**src/rtl/msrv32_integer_file.sv**
```systemverilog
// Integer register file x0..x31 with two combinational read ports, same-cycle
// write-back bypass, and a per-register load scoreboard driving hazard_out.
module msrv32_integer_file #(
  parameter int DATA_WIDTH = 32,
  parameter int ADDR_WIDTH = 5
) (
  input  logic                       ms_riscv32_mp_clk_in,
  input  logic                       ms_riscv32_mp_rst_in,
  input  logic [ADDR_WIDTH-1:0]      rs_1_addr_in,
  input  logic [ADDR_WIDTH-1:0]      rs_2_addr_in,
  input  logic [ADDR_WIDTH-1:0]      rd_addr_in,
  input  logic                       wr_en_in,
  input  logic [DATA_WIDTH-1:0]      rd_in,
  input  logic                       flush_in,
  input  logic                       ld_issue_in,
  input  logic [ADDR_WIDTH-1:0]      ld_rd_addr_in,
  output logic [DATA_WIDTH-1:0]      rs_1_out,
  output logic [DATA_WIDTH-1:0]      rs_2_out,
  output logic                       hazard_out,
  output logic [(2**ADDR_WIDTH)-1:0] busy_vec_out
);
  localparam int NREG = 2 ** ADDR_WIDTH;

  logic [DATA_WIDTH-1:0] regs_q [NREG];
  logic [NREG-1:0]       busy_q;
  logic [NREG-1:0]       busy_d;
  logic                  wr_qual;
  logic                  haz_1;
  logic                  haz_2;

  assign wr_qual = wr_en_in & ~flush_in & (rd_addr_in != '0);

  // Entry 0 is cleared by reset and never written, so it always reads 0.
  always_ff @(posedge ms_riscv32_mp_clk_in or posedge ms_riscv32_mp_rst_in) begin
    if (ms_riscv32_mp_rst_in) begin
      for (int i = 0; i < NREG; i++) begin
        regs_q[i] <= '0;
      end
    end else if (wr_qual) begin
      regs_q[rd_addr_in] <= rd_in;
    end
  end

  // Load issue is applied after the write-back clear so a new load wins.
  always_comb begin
    busy_d = busy_q;
    if (flush_in) begin
      busy_d = '0;
    end else begin
      if (wr_qual) begin
        busy_d[rd_addr_in] = 1'b0;
      end
      if (ld_issue_in && (ld_rd_addr_in != '0)) begin
        busy_d[ld_rd_addr_in] = 1'b1;
      end
    end
    busy_d[0] = 1'b0;
  end

  always_ff @(posedge ms_riscv32_mp_clk_in or posedge ms_riscv32_mp_rst_in) begin
    if (ms_riscv32_mp_rst_in) begin
      busy_q <= '0;
    end else begin
      busy_q <= busy_d;
    end
  end

  always_comb begin
    rs_1_out = regs_q[rs_1_addr_in];
    if (rs_1_addr_in == '0) begin
      rs_1_out = '0;
    end else if (wr_qual && (rs_1_addr_in == rd_addr_in)) begin
      rs_1_out = rd_in;
    end
  end

  always_comb begin
    rs_2_out = regs_q[rs_2_addr_in];
    if (rs_2_addr_in == '0) begin
      rs_2_out = '0;
    end else if (wr_qual && (rs_2_addr_in == rd_addr_in)) begin
      rs_2_out = rd_in;
    end
  end

  // A write-back landing this cycle resolves the dependency through the bypass.
  assign haz_1 = (rs_1_addr_in != '0) & busy_q[rs_1_addr_in]
               & ~(wr_qual & (rd_addr_in == rs_1_addr_in));
  assign haz_2 = (rs_2_addr_in != '0) & busy_q[rs_2_addr_in]
               & ~(wr_qual & (rd_addr_in == rs_2_addr_in));

  assign hazard_out   = haz_1 | haz_2;
  assign busy_vec_out = {busy_q[NREG-1:1], 1'b0};
endmodule

```
**config.mk**
```make
export PLATFORM = sky130hd
export DESIGN_NAME = msrv32_integer_file
export DESIGN_NICKNAME = d
export VERILOG_FILES = /design/src/rtl/msrv32_integer_file.sv
export SDC_FILE = /design/constraint.sdc
export NUM_CORES = 2
export LEC_CHECK = 0
export BUFFER_PORTS_ARGS = -buffer_cell sky130_fd_sc_hd__buf_2
export CORE_ASPECT_RATIO = 1.2
export CORE_MARGIN = 4
export CORE_UTILIZATION = 45
export DETAILED_ROUTE_END_ITERATION = 8
export MAX_ROUTING_LAYER = met4
export PLACE_DENSITY_LB_ADDON = 0.25
export SLEW_MARGIN = 20
export SYNTH_ARGS = -nofsm -noshare
export SYNTH_HDL_FRONTEND = slang
export SYNTH_SLANG_ARGS = --single-unit
```
**constraint.sdc**
```tcl
create_clock -name ms_riscv32_mp_clk_in -period 52.9 [get_ports ms_riscv32_mp_clk_in]
set_input_delay 5.29 -clock ms_riscv32_mp_clk_in [delete_from_list [all_inputs] [get_ports ms_riscv32_mp_clk_in]]
set_output_delay 5.29 -clock ms_riscv32_mp_clk_in [all_outputs]
set_load 0.02 [all_outputs]
```
==> run_results.csv <==
group,metric,value,unit
route,routed-wl-met3,17200,µm
clock_tree,cts_tree,"built",
synth,synth_seq_area_share,46.0,%
timing,fin_crit,15180,ps
route,drtIter0Drc,4021,
route,wl_met2,86800,µm
timing,slew_viol_final,0,
synth,synth-edff-count,0,
die,fp.dieH,399,µm
route,routed.top_layer,"met4",
clock_tree,cts_resized,0,
timing,rsz0062_at_grt,"no",
power_and_ir_drop,p_seq_share,45.7,%
global_route,grt_usage,29.6,%
clock_tree,numCtsBuffers,106,
run,maxCapViolations,0,
route,postRouteAntennaNets,0,
cells_and_area,nets,3944,
global_route,antenna_found_initial,10,
synth,yosys.area.top_type,"dfrtp_1",
synth,synth.top_cell.area_share,46.0,%
die,die_area,0.133,mm²
power_and_ir_drop,p_sw_share,27.1,%
timing,max_clock_freq,65.9,MHz
power_and_ir_drop,power.switching,582,µW
route,viasPerCell,6.73,
timing,tns,0,ps
critical_path,critPathKind,"input pin to output port",
clock_tree,cts_root_buf,"clkbuf_16",
hold_path,hold_path_class,"flop to flop",
synth,synth-async-reset-ratio,100,%
critical_path,max_stage_delay,850,ps
route,dr.pass1.iters,7,
global_route,grt_overflow,0,
placed_design,port_buffers,152,
synth,ys_warn_count,0,
cells_and_area,post_route_cells_drive_above_1_share,48.8,%
critical_path,crit_slowest_cell,"buf_4",
critical_path,cp-start-kind,"input pin",
route,wl_per_cell,34.0,µm
die,core-area,0.127,mm²
clock_tree,clockBufferDepth,3,
route,wl_met1,79300,µm
critical_path,path_buf_inv,5,
synth,synth.area.top_cells,"dfrtp_1, mux2_2, mux4_2, mux2i_1, mux2_4",
timing,finalHoldViolCount,0,
route,vias,38000,
cells_and_area,area_growth,9.60,%
power_and_ir_drop,power_density,34.2,mW/mm²
die,row_count,143,
critical_path,cp_common_cell,"buf_4",
critical_path,critPathMaxFanout,48,
cells_and_area,fillerInstances,10900,
timing,finClkSkew,0,ps
die,die_x,334,µm
critical_path,cp_top_family,"buffers and inverters",
route,wl,192000,µm
power_and_ir_drop,ir_drop,0.0254,mV
clock_tree,cts-hold-fix-buffers,0,
clock_tree,clk_pin_slew,60,ps
clock_tree,htree_levels,3,
synth,yosysMostFrequentCell,"dfrtp_1",
global_route,grt_pass1_wl,281000,µm
power_and_ir_drop,p_int,1570,µW
die,initial_utilization,45.3,%
global_route,grt_pass1_vias,39000,
clock_tree,clkLatencyLatePin,700,ps
clock_tree,postCtsSetupBuffers,0,
placed_design,gp_congestion,0.840,
global_route,grt_max_degree,162,
timing,period_share,28.7,%
synth,syn_nets,4056,
critical_path,cp_data_arrival_time,9890,ps
synth,ys_ff_latch,1055,
die,pin_count,154,
critical_path,required,47610,ps
critical_path,cp_cell_sequence,"buf_8, buf_4, buf_4, buf_4, mux4_2, mux2i_1, mux2i_1, a32oi_1, o21ai_0, buf_2",
timing,relSlewSlack,24.0,%
clock_tree,clock-sinks,1055,
power_and_ir_drop,clkPwrFrac,37.2,%
status,status,"completed",
timing,worst_pin_slew,1140,ps
route,drc_errors,0,
placed_design,hpwl,106000,µm
critical_path,cp-end-kind,"output port",
synth,ys_top_cells_by_count,"dfrtp_1, mux2_2, mux4_2, mux2i_1, clkbuf_1",
synth,synth_area,0.0574,mm²
synth,avgSynthCellArea,14.3,µm²
synth,syn_inst,3999,
power_and_ir_drop,combPwrFrac,17.1,%
timing,final-setup-viol-count,0,
power_and_ir_drop,p_leak,0.0284,µW
timing,fin_hold_ws,398,ps
synth,ys_types,64,
synth,synth_ff_type,"dfrtp_1",
[registers in the layout, indices dropped and copies added (netlist names)]
| register | cells |
|---|---|
| busy_q | 31 |
| regs_q | 1024 |
[final timing paths]
path                                    startpoint  depth (start not counted)                       to  slack, ps
max in group asynchronous     ms_riscv32_mp_rst_in                          7  regs_q[690]$_DFFE_PP0P_      43420
min reg2reg                regs_q[992]$_DFFE_PP0P_                          0  regs_q[992]$_DFFE_PP0P_        400
max                                rs_2_addr_in[0]                         10              rs_2_out[5]      37720
min in group asynchronous     ms_riscv32_mp_rst_in                          2  regs_q[642]$_DFFE_PP0P_       4770
min                        regs_q[992]$_DFFE_PP0P_                          0  regs_q[992]$_DFFE_PP0P_        400
max reg2reg                   busy_q[29]$_DFF_PP0_                          3     busy_q[29]$_DFF_PP0_      52020
[logic make-up after synthesis]
group / after synthesis / share of synthesized area (%)
compound gates: 407 / 5.17
xor+xnor: 10 / 0.153
buf+inv: 465 / 3.59
flops: 1055 / 46.0
mux: 1708 / 42.1
other cells: 1 / 0.00654
simple gates: 353 / 3.00
[cells in the final DEF (no fill, tap or decap), types with 45 or more instances in the layout]
cell type  instances
a21oi_1           45
a221o_1           45
a22oi_1           70
buf_2            143
buf_4             87
clkbuf_16        110
dfrtp_1         1055
mux2_2           946
mux2_4            87
mux2i_1          243
mux4_2           432
nand2_1          123
nor2_1            45
o21ai_0           49
o22ai_1           77
[stage by stage]
stage	cells	setup slack (ps)	power, µW	area [µm²]	utilization, %
global placement	5445	37660	1350	59200	46.7
global route	5644	37330	2230	62900	49.6
floorplan	3999	17910	1260	57400	-
CTS	5640	37640	2160	62800	49.6
finish	5646	37720	2150	62900	49.6
detailed placement	5445	37640	1360	59200	46.7
[layout make-up]
cell class / count / area [µm²] / share of cell area (%)
diodes: 5 / 12.5 / 0.0199
clock buffers: 151 / 3150 / 5.01
clock inverters: 44 / 510 / 0.812
inverters: 6 / 31.3 / 0.0498
multi-input cells: 2479 / 29200 / 46.4
flip-flops and latches: 1055 / 26400 / 42.0
well taps: 1667 / 2090 / 3.32
repair buffers: 239 / 1520 / 2.42
[power groups by stage]
stage               logic (µW)  registers [µW]  clock network (µW)
finish                     368             983                 799
detailed placement         367             994                   0
CTS                        368             980                 810
global placement           360             991                   0
global route               394             994                 840
floorplan                  287             971                   0
[routing by layer]
layer	global-route usage (%)	vias to the layer above
li1	-	15200
met1	40.2	20600
met2	44.2	1814
met3	6.09	405
met4	11.7	0
met5	-	-
Note: power is estimated with default switching activity, not from simulation.
